===== src/rtl/matmul_int_tile_ctrl.sv =====
// Tile sequencer for an integer matmul array.
// It walks every (A row-tile, B column-tile) pair in row-major order. For each
// tile it strobes a single operand/scale buffer read, waits out the array
// pipeline latency, and holds the result until the consumer accepts it.
//
//   state | meaning
//   IDLE  | waiting for i_start; tile indices held at 0
//   ISSUE | one-cycle buffer read strobe for the current tile
//   WAIT  | array pipeline in flight, ARRAY_LAT cycles on a down-counter
//   OUT   | result presented, held until i_out_ready
//   DONE  | one-cycle end-of-sweep pulse
module matmul_int_tile_ctrl #(
  parameter  int ROW_TILES = 4,
  parameter  int COL_TILES = 4,
  parameter  int ARRAY_LAT = 3,
  localparam int AW = (ROW_TILES > 1) ? $clog2(ROW_TILES) : 1,
  localparam int BW = (COL_TILES > 1) ? $clog2(COL_TILES) : 1
) (
  input  logic          i_clk,
  input  logic          i_rst,
  input  logic          i_start,
  input  logic          i_abort,
  input  logic          i_out_ready,
  output logic          o_busy,
  output logic          o_rd_en,
  output logic [AW-1:0] o_a_tile,
  output logic [BW-1:0] o_b_tile,
  output logic          o_out_valid,
  output logic          o_done
);

  // ARRAY_LAT tops out at 255, so an 8-bit counter always suffices.
  localparam int            CW       = 8;
  localparam logic [CW-1:0] CNT_LOAD = CW'(ARRAY_LAT - 1);
  localparam logic [AW-1:0] A_LAST   = AW'(ROW_TILES - 1);
  localparam logic [BW-1:0] B_LAST   = BW'(COL_TILES - 1);

  typedef enum logic [2:0] {
    S_IDLE  = 3'd0,
    S_ISSUE = 3'd1,
    S_WAIT  = 3'd2,
    S_OUT   = 3'd3,
    S_DONE  = 3'd4
  } state_t;

  state_t        state_q, state_d;
  logic [AW-1:0] a_q, a_d;
  logic [BW-1:0] b_q, b_d;
  logic [CW-1:0] cnt_q, cnt_d;
  logic          busy_q, rd_en_q, out_valid_q, done_q;

  // Next-state, tile index and latency counter logic.
  always_comb begin
    state_d = state_q;
    a_d     = a_q;
    b_d     = b_q;
    cnt_d   = cnt_q;
    case (state_q)
      S_IDLE: begin
        a_d   = '0;
        b_d   = '0;
        cnt_d = '0;
        // An abort arriving alongside a start cancels it.
        if (i_start && !i_abort) begin
          state_d = S_ISSUE;
        end
      end
      S_ISSUE: begin
        cnt_d   = CNT_LOAD;
        state_d = S_WAIT;
      end
      S_WAIT: begin
        if (cnt_q == '0) begin
          state_d = S_OUT;
        end else begin
          cnt_d = cnt_q - CW'(1);
        end
      end
      S_OUT: begin
        if (i_out_ready) begin
          if (a_q == A_LAST && b_q == B_LAST) begin
            state_d = S_DONE;
            a_d     = '0;
            b_d     = '0;
          end else if (b_q == B_LAST) begin
            state_d = S_ISSUE;
            b_d     = '0;
            a_d     = a_q + AW'(1);
          end else begin
            state_d = S_ISSUE;
            b_d     = b_q + BW'(1);
          end
        end
      end
      S_DONE: begin
        state_d = S_IDLE;
      end
      default: begin
        state_d = S_IDLE;
      end
    endcase
    // Abort overrides any transition, including a simultaneous acceptance.
    if (state_q != S_IDLE && i_abort) begin
      state_d = S_IDLE;
      a_d     = '0;
      b_d     = '0;
      cnt_d   = '0;
    end
  end

  // State, indices, counter, and outputs registered from the next state.
  always_ff @(posedge i_clk) begin
    if (i_rst) begin
      state_q     <= S_IDLE;
      a_q         <= '0;
      b_q         <= '0;
      cnt_q       <= '0;
      busy_q      <= 1'b0;
      rd_en_q     <= 1'b0;
      out_valid_q <= 1'b0;
      done_q      <= 1'b0;
    end else begin
      state_q     <= state_d;
      a_q         <= a_d;
      b_q         <= b_d;
      cnt_q       <= cnt_d;
      busy_q      <= (state_d != S_IDLE);
      rd_en_q     <= (state_d == S_ISSUE);
      out_valid_q <= (state_d == S_OUT);
      done_q      <= (state_d == S_DONE);
    end
  end

  assign o_busy      = busy_q;
  assign o_rd_en     = rd_en_q;
  assign o_out_valid = out_valid_q;
  assign o_done      = done_q;
  assign o_a_tile    = a_q;
  assign o_b_tile    = b_q;

endmodule


===== config.mk =====
export PLATFORM = sky130hd
export DESIGN_NAME = matmul_int_tile_ctrl
export DESIGN_NICKNAME = d
export VERILOG_FILES = /design/src/rtl/matmul_int_tile_ctrl.sv
export SDC_FILE = /design/constraint.sdc
export NUM_CORES = 1
export LEC_CHECK = 0
export ABC_AREA = 1
export CAP_MARGIN = 20
export CORE_ASPECT_RATIO = 2
export CORE_MARGIN = 2
export CORE_UTILIZATION = 30
export CTS_BUF_LIST = sky130_fd_sc_hd__clkbuf_4 sky130_fd_sc_hd__clkbuf_8
export DETAILED_ROUTE_END_ITERATION = 8
export DONT_BUFFER_PORTS = 1
export PLACE_DENSITY = 0.46
export SYNTH_ARGS = -nofsm -noshare
export SYNTH_HDL_FRONTEND = slang
export SYNTH_SLANG_ARGS = --single-unit

===== constraint.sdc =====
create_clock -name i_clk -period 1.86 [get_ports i_clk]
set_input_delay 0.186 -clock i_clk [delete_from_list [all_inputs] [get_ports i_clk]]
set_output_delay 0.186 -clock i_clk [all_outputs]
set_load 0.02 [all_outputs]

After elaboration in Yosys (flattened, before gate mapping)
Cells that the tools add are included.

Register bits after elaboration: 19. Bits of input ports: 5. Logic and storage cells: 52.

Add/subtract/negate cells: 3. Equal/unequal tests: 11. Muxes and demuxes: 16. Reduce and logical (&&, ||, !) cells: 14.

Operator list (number): 8-bit one-hot mux with 3 select lines (1); 3-bit 2-to-1 mux (5); 2-bit 2-to-1 mux (6); 3-bit one-hot mux with 4 select lines (1); 3-bit by 2-bit equality test with 1-bit output, second input constant (3); 3-bit nonzero test (3); 8-bit zero test (1); 8-bit 2-to-1 mux (1); 2-bit one-hot mux with 2 select lines (2); 8-bit by 1-bit subtractor with 8-bit output, second input constant (1); 3-bit by 1-bit equality test with 1-bit output, second input constant (2); 2-bit by 1-bit adder with 2-bit output, second input constant (2); 2-bit equality test, second input constant (2); 2-bit inequality test, second input constant (2); 2-bit AND reduction (2); 3-bit equality test, second input constant (1); 1-bit logical AND (3); 3-bit zero test (1); 3-bit inequality test, second input constant (1); 3-bit AND reduction (1); 2-bit nonzero test (1); 2-bit OR reduction (1); 1-bit zero test (1).

Logic depth before layout (Yosys ltp)
Gate-level depths: netlist of the first run.

Word-level depth: 7. Mapped depth: 9. Gate-level depth less buffers: 9.

Worst setup path after synthesis of the first run
OpenSTA, ideal clock, no wires.

Path type: reg-to-reg. From: reg cnt_q[0]. To: reg cnt_q[7]. Data arrival time: 1.156 ns. Slack: 0.590 ns. Cell stages (with the launch flop): 10. Path buffers: 0. Cells stage by stage: dfxtp_1 inv_1 ha_1 nand3_1 nor2_4 nor2_4 nor2_8 nor2_1 nor2_1 nor2_1.

Cells in the longest elaborated chain, start to end: 3.

RTL lines: start, declared (line 49) `logic [CW-1:0] cnt_q, cnt_d;`; start signal, assigned (line 126) `cnt_q <= cnt_d;`; 8-bit by 1-bit subtractor with 8-bit output or 8-bit zero test (tied branches) (line 76, 73); 8-bit 2-to-1 mux or 2-bit inequality test (tied branches); 8-bit one-hot mux with 3 select lines or 2-bit AND reduction (tied branches).

Several ways; a longest one is shown, not always the timed one. The select of a mux whose other input is x is not followed. A chain may end at the register's enable or synchronous reset.

Worst setup path in the final report of the first run
From: reg b_q[0], in the netlist o_b_tile[0]. To: reg busy_q, in the netlist o_busy.

Cells in the longest elaborated chain, start to end: 7.

RTL lines: start, declared (line 48) `logic [BW-1:0] b_q, b_d;`; start signal, assigned (line 116) `b_q <= '0;`; start signal, assigned (line 125) `b_q <= b_d;`; 2-bit equality test (line 81) `if (a_q == A_LAST && b_q == B_LAST) begin`; 1-bit logical AND (line 81); 3-bit 2-to-1 mux (line 81); 3-bit 2-to-1 mux (line 80) `if (i_out_ready) begin`; 3-bit one-hot mux with 4 select lines (line 58) `case (state_q)`; 3-bit 2-to-1 mux (line 103) `if (state_q != S_IDLE && i_abort) begin`; 3-bit nonzero test (line 127) `busy_q <= (state_d != S_IDLE);`; end signal, assigned (line 127); end, declared (line 50) `logic busy_q, rd_en_q, out_valid_q, done_q;`.

No other way between the ends.

==> run_results.csv, run 1 <==
group,metric,value,unit
run_status,status,"complete, no violations",
final_layout,antennaDiodeCount,0,
floorplan,std_cell_rows,30,
timing,finalMaxSlewViolations,0,
timing,fin_crit_sh,0.759,
placement,io_buffers,0,
clock_tree,cts.sink_count,19,
global_routing,first_global_vias,917,
worst_hold_path,min_to,"state_q[1]$_SDFF_PP0_",
critical_path,rrSetupSlack,0.45,ns
routing,drtAntennaViolNets,0,
power,peakVddDrop,0.565,mV
placement,dp_hpwl,1960,um
floorplan,die_h,88.5,um
synthesis,post_synth_num_cell_types,25,
clock_tree,tritoncts,"done",
timing,fin_tns_setup,0,ns
synthesis,synth_top_area_frac,0.355,
routing,post_drt_wl_per_cell,11.7,um
floorplan,start_util,0.314,
critical_path,r2r_cells,6,
timing,tightest_slew,0.316,ns
critical_path,r2r_start,"o_b_tile[0]$_SDFFE_PP0P_",
synthesis,synth.area.top_cells,"dfxtp_1 (36%), nand2_1 (9.5%), nor2_1 (8.1%)",
routing,wl,2330,um
critical_path,arrival,1.55,ns
global_routing,grt_max_degree,11,
routing,dr.pass1.iters,4,
timing,max_freq,708,MHz
floorplan,die_width,46.3,um
clock_tree,clock_path_buffers,2,
timing,rsz0062_at_grt,"no",
routing,drc_errors,0,
timing,hold_violations,0,
worst_hold_path,hold_class,"in -> reg",
critical_path,critPathKind,"reg -> reg",
final_layout,final_util,0.351,
critical_path,critPathCaptureType,"register",
global_routing,track_usage,0.134,
clock_tree,cts_buffers,3,
critical_path,path_max_fanout,4,
critical_path,cp-start-kind,"register",
global_routing,grt-ovfl-total,0,
placement,finalWeightedCongestion,0.798,
synthesis,post_synth.cell_area_avg,7.39,sq um
clock_tree,ctsResizeCount,0,
synthesis,yosysWarnings,0,
final_layout,drive_above_1_share,0.185,
synthesis,syn_nets,154,
timing,max_slew_margin,0.789,
global_routing,antenna_found_initial,0,
routing,drt_iter0_markers,6,
floorplan,die_area,4090,sq um
global_routing,grt_pass1_wl,3980,um
synthesis,ys_ff_latch,19,
worst_hold_path,hold_depth,3,
synthesis,ys_seq_area_frac,0.355,
timing,period_needed,1.41,ns
routing,num_vias,919,
clock_tree,hold_buffers,1,
synthesis,synth_top_area_cell,"dfxtp_1",
clock_tree,cts_setup_buffers,0,
routing,viasPerCell,4.62,
final_layout,fin_nets,161,
critical_path,rr_endpoint,"o_busy$_SDFF_PP0_",
clock_tree,clockRootBuffer,"clkbuf_8",
worst_hold_path,min_from,"i_abort",
clock_tree,htree_levels,1,
power,p_per_area,941,nW/um^2
synthesis,synthesis.area,1070,sq um
critical_path,required,2.00,ns
floorplan,io_pins,13,
floorplan,core,3420,sq um
clock_tree,clock_latency,0.25,ns
timing,fin_skew,0.00256,ns
final_layout,fillers,376,
timing,setup_viol,0,
final_layout,area_growth,12.0,%
power,cellLeakagePower,0.000531,uW
clock_tree,clkTransAtPathRegs,0.07,ns
flow_run,maxCapViolCount,0,
synthesis,synthCells,145,
worst max-delay path, stage by stage, from the launching register on:
cell and delay (ns):
dfxtp_1 0.50, ha_1 0.25, nand2_1 0.08, o21ai_0 0.16, nand3_1 0.13, nand3_1 0.12, nand2_1 0.07
layout make-up:
| type | instances | area (sq um) | area share |
|---|---|---|---|
| multi-input combinational | 109 | 626 | 0.521 |
| sequential | 19 | 380 | 0.317 |
| inverter | 17 | 65.1 | 0.0542 |
| tap | 48 | 60.1 | 0.0501 |
| clock buffer | 4 | 48.8 | 0.0407 |
| timing repair buffer | 2 | 20.0 | 0.0167 |
Yosys cell counts, drive strengths merged:
library cell and instances:
nand2 33, nor2 33, dfxtp 19, inv 16, nand3 12, a21oi 10
o21ai 9, ha 4, nor3 2, xor2 2, and3 1, clkinv 1
nand3b 1, nand4 1, o21bai 1
cell families after synthesis:
group                      Yosys count  synth area share
DFF                                 19             0.355
AOI/OAI and AO/OA                   20             0.110
and+or+nand+nor                     83             0.411
xor gates and xnor gates             2            0.0164
adders and majority gates            4            0.0467
buffers and inverters               17            0.0607
layout by cell type, fill, tap and decap left out, types with 2 or more instances in the layout:
| cell | n |
|---|---|
| inv_1 | 13 |
| a21oi_1 | 10 |
| o21ai_0 | 3 |
| nand3_1 | 10 |
| inv_2 | 3 |
| nor2_2 | 5 |
| dlygate4sd3_1 | 2 |
| xor2_1 | 2 |
| nand3_2 | 2 |
| clkbuf_8 | 3 |
| nand2_2 | 4 |
| nor3_1 | 2 |
| o21ai_1 | 5 |
| nor2_1 | 23 |
| dfxtp_1 | 19 |
| nor2_4 | 4 |
| nand2_1 | 27 |
| ha_1 | 4 |
per-layer routing:
metal  vias to the layer above  routed length (um)  global-route usage
li1                        476                   -                   -
met1                       433                 768               0.114
met2                         8                1490               0.285
met3                         2                  43              0.0143
met4                         0                  28              0.0390
met5                         -                   0                   0
flip-flops by register name, summed over array words and instances (netlist names):
name         count
o_a_tile         2
cnt_q            8
o_rd_en          1
o_done           1
o_b_tile         2
o_busy           1
o_out_valid      1
state_q          3
where the power goes:
part | internal [uW] | leakage, uW | total, uW | switching (uW)
clock | 166 | 0.0000262 | 295 | 129
sequential | 442 | 0.000154 | 497 | 54.3
combinational | 122 | 0.000351 | 337 | 214
through the flow:
stage	std cells	setup WS, ns	cell area (sq um)	power, uW	hold WS [ns]
after floorplan	145	0.590	1070	778	0.257
after global placement	193	0.454	1130	843	0.261
after detailed placement	193	0.444	1130	846	0.261
after CTS	198	0.425	1190	1140	0.00340
after global routing	199	0.330	1200	1210	0.156
final	199	0.448	1200	1130	0.149
how the worst max path moves through the flow:
stage / from / to / slack [ns] / depth (start not counted)
6_report: o_b_tile[0]$_SDFFE_PP0P_ / o_busy$_SDFF_PP0_ / 0.45 / 6
5_1_grt: o_b_tile[0]$_SDFFE_PP0P_ / o_busy$_SDFF_PP0_ / 0.33 / 6
4_1_cts: o_b_tile[0]$_SDFFE_PP0P_ / o_busy$_SDFF_PP0_ / 0.42 / 6
3_5_place_dp: o_b_tile[0]$_SDFFE_PP0P_ / o_busy$_SDFF_PP0_ / 0.44 / 6
3_3_place_gp: o_b_tile[0]$_SDFFE_PP0P_ / o_busy$_SDFF_PP0_ / 0.45 / 6
2_1_floorplan: cnt_q[0]$_SDFFE_PP0P_ / cnt_q[7]$_SDFFE_PP0P_ / 0.59 / 9
Note: power is estimated with default switching activity, not from simulation.
==> run 2: changes to the inputs <==
Clock period 1.86 ns to 1.4 ns, I/O delays scaled along.
==> run 2 against run 1 <==
Against the previous run: sequential power increased by 30%; register-to-register slack got worse by 0.40 ns; highest routed layer unchanged; largest power group unchanged; maximum frequency increased by 4.5%; combinational power increased by 64%; clock skew about the same; critical path depth increased by 2; critical endpoint is now cnt_q[2]$_SDFFE_PP0P_; sequential share of layout area decreased by 2.2 points; global-route usage increased by 0.60 points; clock power increased by 33%; wire length increased by 10%.
==> run_results.csv, run 2 (synthesis results as in run 1) <==
group,metric,value,unit
run_status,status,"complete, no violations",
floorplan,core,3420,sq um
global_routing,track_usage,0.140,
global_routing,grt_max_degree,11,
final_layout,antennaDiodeCount,0,
placement,dp_hpwl,2010,um
final_layout,largest_register_ffs,8,
floorplan,die_h,88.5,um
worst_hold_path,hold_class,"in -> reg",
timing,fin_skew,0.00216,ns
final_layout,fin_nets,170,
power,swShare,0.359,
final_layout,drive_above_1_share,0.338,
final_layout,seqCellArea,388,sq um
floorplan,std_cell_rows,30,
clock_tree,tritoncts,"done",
routing,drc_errors,0,
timing,max_freq,740,MHz
timing,setup_viol,0,
final_layout,final_cell_area,1310,sq um
critical_path,required,1.58,ns
final_layout,area_growth,22.7,%
final_layout,reg.largest.list,"cnt_q x8, state_q x3",
routing,viasPerCell,4.62,
timing,hold_violations,0,
flow_run,maxCapViolCount,0,
floorplan,die_area,4090,sq um
power,seqPwrFrac,0.407,
power,p_per_area,1210,nW/um^2
final_layout,layout_commonest_cell,"nand2_1",
timing,period_needed,1.35,ns
critical_path,critPathCaptureType,"register",
placement,finalWeightedCongestion,0.761,
global_routing,antenna_found_initial,0,
timing,max_slew_margin,0.761,
final_layout,largest_register,"cnt_q",
critical_path,path_max_fanout,7,
floorplan,io_pins,13,
placement,io_buffers,0,
clock_tree,cts_buffers,3,
clock_tree,cts.sink_count,19,
routing,drtAntennaViolNets,0,
timing,tightest_slew,0.358,ns
floorplan,die_width,46.3,um
final_layout,multi_input_area,669,sq um
routing,drt_iter0_markers,12,
placement,place_ws,0.0219,ns
global_routing,grt-ovfl-total,0,
clock_tree,clock_latency,0.25,ns
routing,dr.pass1.iters,4,
power,power.net_switching,571,uW
global_routing,first_global_vias,981,
clock_tree,clockRootBuffer,"clkbuf_8",
timing,fin_ws,0.0487,ns
global_routing,grt_pass1_wl,4100,um
power,cellLeakagePower,0.000588,uW
critical_path,arrival,1.53,ns
power,peakVddDrop,0.688,mV
timing,whs,0.0873,ns
critical_path,cp-start-kind,"register",
power,internal_power,1020,uW
timing,finalMaxSlewViolations,0,
clock_tree,clock_path_buffers,2,
routing,wl,2570,um
placement,place_area,1190,sq um
critical_path,critPathKind,"reg -> reg",
power,combPwrFrac,0.347,
power,pwr-share-clk,0.246,
timing,rsz0062_at_grt,"yes",
floorplan,start_util,0.314,
power,p_total,1590,uW
clock_tree,htree_levels,1,
final_layout,final_cell_mix,"nand2_1 (25), nor2_1 (22), dfxtp_1 (13), inv_1 (10)",
routing,post_drt_wl_per_cell,12.4,um
clock_tree,clkTransAtPathRegs,0.07,ns
final_layout,fillers,363,
routing,num_vias,960,
timing,fin_crit_sh,0.965,
-- run 2: cell types whose count changed in the layout (fill, tap and decap cells not counted), moves of 2 or more --
| cell | previous run | this run |
|---|---|---|
| buf_4 | 0 | 9 |
| dfxtp_1 | 19 | 13 |
| dfxtp_2 | 0 | 6 |
| inv_1 | 13 | 10 |
| a21oi_1 | 10 | 8 |
| a21oi_2 | 0 | 2 |
| inv_4 | 0 | 2 |
| nand2_1 | 27 | 25 |
| nand2_2 | 4 | 6 |
-- run 2: stage by stage --
stage                util  TNS, ns  instances
finish              0.385        0        208
global route        0.385  -0.0578        208
detailed placement  0.349        0        201
global placement    0.349        0        201
floorplan               -        0        145
CTS                 0.366        0        206
-- run 2: worst max-delay path, cell delays in order (launching register included) --
cell     delay [ns]
dfxtp_2        0.34
inv_4          0.08
ha_4           0.13
nand3_2        0.09
nor2_4         0.19
nor2_4         0.08
nor2_8         0.17
nand2_1        0.08
a21oi_2        0.13
-- run 2: routing by layer --
layer	vias up	track usage	share of wire
li1	495	-	-
met2	16	0.275	0.61
met1	441	0.122	0.34
met4	0	0.0753	0.024
met5	-	0	0
met3	8	0.0204	0.019
-- run 2: power groups by stage --
stage	logic (uW)	clock network [uW]	registers (uW)
after floorplan	373	0	661
after global placement	503	0	650
after detailed placement	506	0	651
after global routing	626	430	654
final	553	391	647
after CTS	511	400	638
-- run 2: layout make-up --
class | count | share of cell area
multi-input combinational | 110 | 0.510
sequential | 19 | 0.295
timing repair buffer | 10 | 0.0590
inverter | 17 | 0.0533
tap | 48 | 0.0457
clock buffer | 4 | 0.0371
-- run 2: timing repair --
item | in CTS | in global routing
endpoints found under the setup margin | 0 | 15
hold buffers | 1 | 0
setup buffers | 0 | 1
hold endpoints to repair | 3 | 0
resized for setup | 0 | 20
-- run 2: path summary, 6_finish.rpt --
path,from,to,slack [ns],cells after the start
setup / recovery,cnt_q[1]$_SDFFE_PP0P_,cnt_q[2]$_SDFFE_PP0P_,0.05,8
hold / removal,i_abort,state_q[1]$_SDFF_PP0_,0.09,3
setup reg to reg,cnt_q[1]$_SDFFE_PP0P_,cnt_q[2]$_SDFFE_PP0P_,0.05,8
hold reg to reg,cnt_q[3]$_SDFFE_PP0P_,cnt_q[3]$_SDFFE_PP0P_,0.51,2
==> RTL edit 1: new RTL, settings of run 2 <==
The 5 states of `state_t` get a one-hot encoding in 5 bits.
--- a/src/rtl/matmul_int_tile_ctrl.sv
+++ b/src/rtl/matmul_int_tile_ctrl.sv
@@ -35,12 +35,12 @@
   localparam logic [AW-1:0] A_LAST   = AW'(ROW_TILES - 1);
   localparam logic [BW-1:0] B_LAST   = BW'(COL_TILES - 1);
 
-  typedef enum logic [2:0] {
-    S_IDLE  = 3'd0,
-    S_ISSUE = 3'd1,
-    S_WAIT  = 3'd2,
-    S_OUT   = 3'd3,
-    S_DONE  = 3'd4
+  typedef enum logic [4:0] {
+    S_IDLE  = 5'b00001,
+    S_ISSUE = 5'b00010,
+    S_WAIT  = 5'b00100,
+    S_OUT   = 5'b01000,
+    S_DONE  = 5'b10000
   } state_t;
 
   state_t        state_q, state_d;
Check against the original RTL: no difference found for any inputs over 10 cycles, from zero or initial values and one cycle with i_rst high; not proved beyond that.
==> RTL edit 1 against run 2 <==
Routed wire length increased by 15%. Count of clock-buffer cells in the layout did not move. Total power fell by 14%. Setup slack better by 0.015 ns. Sequential share of layout area is 0.39 points lower. Final area is 12% higher. Worst hold slack got worse by 0.025 ns. Area after synthesis grew 4.0%. Global-route usage rose by 0.83 points. Synthesized cell count up 9.0%. Sequential cell count rose by 2. Largest cell class unchanged.
==> RTL edit 1: results <==
metrics = {
    "finish": {
        "finalInstanceArea_mm2": 0.001469,
        "n_all_buffers": 20,
        "reg_top3": "cnt_q (8), state_q (5)",
        "clkCellAreaFrac_pct": 3.322,
        "sh_seq_area_pct": 29.13,
        "multi_input_cells": 110,
        "area_growth_syn_to_layout_pct": 31.91,
        "layout-drive-gt1-share_pct": 30.77,
        "nNetsFinal": 193,
        "fillCellCount": 386,
        "n_antenna_cell": 0,
        "multi_input_area_um2": 668.1,
        "buffer_area_share_pct": 10.65,
        "n_all_inverters": 27,
        "final_cells": 231,
    },
    "power_and_ir_drop": {
        "p_comb_share_pct": 23.0,
        "peakVddDrop_uv": 601.4,
        "p_sw_share_pct": 29.24,
        "p_sw_uw": 399.4,
        "leakagePower_nw": 0.6892,
        "clkPwrFrac_pct": 29.7,
    },
    "yosys": {
        "ys.flop_type": "dfxtp_1",
        "synth_cell_types": 24,
        "synth_common_cells": "28 x nand2_1, 25 x inv_1, 22 x nor2_1",
        "ys_seq_area_share_pct": 37.75,
        "synth_nets": 168,
        "synth_area_leaders": "dfxtp_1 38%, nand2_1 9.4%, inv_1 8.4%, nor2_1 7.4%, ha_1 5.6%",
        "syn_inst": 158,
    },
    "placed_design": {
        "post_dp_cell_area_mm2": 0.001239,
        "place.gp.congestion": 0.8435,
        "place.detailed.hpwl_mm": 2.171,
        "portBuffers": 0,
        "pre_cts_slack_ns": -0.002295,
        "place_inst": 216,
    },
    "setup_path": {
        "worstPathArrival_ns": 1.51,
        "ff2ff_setup_slack_ns": 0.06,
        "crit_fanout": 7,
    },
    "clock_tree": {
        "clock_sinks": 21,
        "cts_resized": 2,
    },
    "sta": {
        "final.setup_skew_ns": 0.007889,
        "max_freq_mhz": 748.4,
        "fin_hold_ws_ns": 0.06214,
        "relSlewSlack_pct": 84.01,
    },
    "grt": {
        "grt_max_degree": 12,
        "track_usage_pct": 14.79,
        "grt_first_pass_wirelength_mm": 4.581,
        "grt_antenna_before_repair": 0,
    },
    "outcome": {
        "status": "completed",
    },
    "drt": {
        "vias": 1090,
        "drt_iter0_markers": 31,
        "post_drt_wl_per_cell_um": 12.74,
    },
}
-- RTL edit 1: per-layer routing --
layer / track usage (%) / part of all wire [%]
met5: 0 / 0
met4: 7.639 / 2.9
met3: 1.807 / 3.3
met2: 27.28 / 61
met1: 14.27 / 33
-- RTL edit 1: path summary, 6_finish.rpt --
path | start | end | cells after the start
setup / recovery | state_q[3]$_SDFF_PP0_ | state_q[4]$_SDFF_PP0_ | 8
hold reg to reg | cnt_q[0]$_SDFFE_PP0P_ | cnt_q[0]$_SDFFE_PP0P_ | 1
setup reg to reg | state_q[3]$_SDFF_PP0_ | state_q[4]$_SDFF_PP0_ | 8
hold / removal | i_out_ready | o_b_tile[1]$_SDFFE_PP0P_ | 2
-- RTL edit 1: cells by family (layout without fill, tap and decap cells) --
family	after synthesis	in the layout	synth area share, %
AOI/OAI and AO/OA	21	21	10.34
DFF	21	21	37.75
buffers and inverters	28	51	10.11
xor gates and xnor gates	2	2	1.573
and+or+nand+nor	81	82	34.61
adders and majority gates	5	5	5.618
==> RTL edit 2: new RTL, flow settings as in run 2 <==
Made on the original files. Change the parameter `ROW_TILES` from 4 to 2.
--- a/src/rtl/matmul_int_tile_ctrl.sv
+++ b/src/rtl/matmul_int_tile_ctrl.sv
@@ -10,7 +10,7 @@
 //   OUT   | result presented, held until i_out_ready
 //   DONE  | one-cycle end-of-sweep pulse
 module matmul_int_tile_ctrl #(
-  parameter  int ROW_TILES = 4,
+  parameter  int ROW_TILES = 2,
   parameter  int COL_TILES = 4,
   parameter  int ARRAY_LAT = 3,
   localparam int AW = (ROW_TILES > 1) ? $clog2(ROW_TILES) : 1,
Ports: changed (resized o_a_tile); port bits go from 13 to 12. The function was not compared with the original's and may differ.
==> RTL edit 2 against run 2 <==
Sequential share of layout area decreased by 1.0 points. Cell count decreased by 7.2%. Critical path depth unchanged. Sequential power is 6.6% lower. Largest power group unchanged. Clock power increased by 10%. Sequential cell count decreased by 1. Area after synthesis is 9.9% lower. Routed wire length shrank 4.6%. Final area down 2.0%. Total power decreased by 1.7%. Critical path type unchanged. Setup slack better by 0.024 ns.
==> RTL edit 2: results <==
metrics = {
    "setup_path": {
        "crit_fanout": 6,
        "reg2reg_depth": 8,
        "cp_slowest_stage_delay_ns": 0.36,
        "r2r-end": "cnt_q[1]$_SDFFE_PP0P_",
        "path_delay_family": "flip-flops",
    },
    "grt": {
        "grt_first_pass_wirelength_mm": 4.071,
        "grt_pass1_vias": 919,
        "globalRouteMet1Util_pct": 13.81,
        "use_met2_pct": 29.41,
        "track_usage_pct": 14.62,
        "grt.met3_usage_pct": 1.720,
    },
    "placed_design": {
        "place.gp.congestion": 0.7274,
        "place.detailed.hpwl_mm": 1.977,
    },
    "yosys": {
        "synth_fa_ha_area_share_pct": 5.188,
        "synth_cell_types": 22,
        "synth_common_cells": "31 x nand2_1, 21 x nor2_1, 18 x dfxtp_1",
        "synthXorXnorAreaFrac_pct": 1.816,
        "synth-compound-area-share_pct": 10.64,
        "synth_area_leaders": "dfxtp_1 37%, nand2_1 12%, nor2_1 8.2%, nand3_1 6.7%, a21oi_1 5.2%",
        "ys_seq_area_share_pct": 37.35,
    },
    "sta": {
        "worst_slew_pin_slew_ns": 0.2465,
        "final.setup_skew_ns": 0.008313,
    },
    "finish": {
        "nNetsFinal": 172,
        "layout-drive-gt1-share_pct": 33.33,
        "largest_reg_flops": 8,
        "fillCellCount": 326,
    },
    "worst_hold_path": {
        "hold_end": "o_a_tile$_SDFFE_PP0P_",
        "whs_path_depth": 2,
        "hold_path_startpoint": "i_out_ready",
    },
    "power_and_ir_drop": {
        "leakagePower_nw": 0.5994,
        "peakVddDrop_uv": 709.6,
    },
    "drt": {
        "vias": 932,
        "wl_met1_um": 873,
        "wl_met2_mm": 1.479,
        "routed_wl_mm": 2.452,
        "routed-wl-met3_um": 51,
        "drt_iter0_markers": 14,
    },
    "flow_run": {
        "timing.max_cap.violations": 0,
    },
    "clock_tree": {
        "clkTransAtPathRegs_ns": 0.08,
    },
    "outcome": {
        "status": "completed",
    },
}
==> RTL edit 2: changes by cell type in the layout (fill, tap and decap cells not counted), moves of 2 or more <==
| cell | run 2 | this run |
|---|---|---|
| nand3_2 | 3 | 1 |
| nand3_1 | 9 | 12 |
| nor3_1 | 2 | 0 |
| nand2_1 | 25 | 31 |
| o21ai_1 | 6 | 3 |
| nand2_2 | 6 | 1 |
| inv_1 | 10 | 8 |
| buf_4 | 9 | 20 |
| nor2_1 | 22 | 19 |
==> RTL edit 2: layout make-up <==
cell class | count | area [um^2] | area share (%)
well taps | 31 | 38.79 | 3.013
inverters | 15 | 61.31 | 4.762
multi-input cells | 103 | 594.3 | 46.16
clock buffers | 4 | 55.05 | 4.276
repair buffers | 22 | 171.4 | 13.31
flip-flops and latches | 18 | 366.6 | 28.47
==> RTL edit 2: through the flow <==
step	setup TNS (ns)	instance area, um^2	hold WS, ns	setup WS (ns)	cells
floorplan	0	964.7	0.2124	0.05582	136
global placement	-0.02954	1131	0.2136	-0.01428	184
detailed placement	-0.1374	1131	0.2151	-0.03915	184
CTS	0	1201	0.04306	0.01634	189
global route	-0.02989	1287	0.04972	-0.02588	193
finish	0	1287	0.04278	0.07218	193
==> RTL edit 2: where the power goes <==
part           switching (mW)  total (mW)  leakage [nW]  internal (mW)
combinational           0.301       0.529         0.422          0.229
sequential             0.0461       0.604         0.148          0.558
clock                   0.182       0.431        0.0288          0.250
==> RTL edit 2: timing repair <==
| action | in CTS | in global routing |
|---|---|---|
| endpoints found under the setup margin | 6 | 15 |
| buffers inserted | 0 | 4 |
| pin swaps | 0 | 7 |
| resized for setup | 1 | 20 |
| hold endpoints to repair | 3 | 0 |
| hold buffers | 1 | 0 |
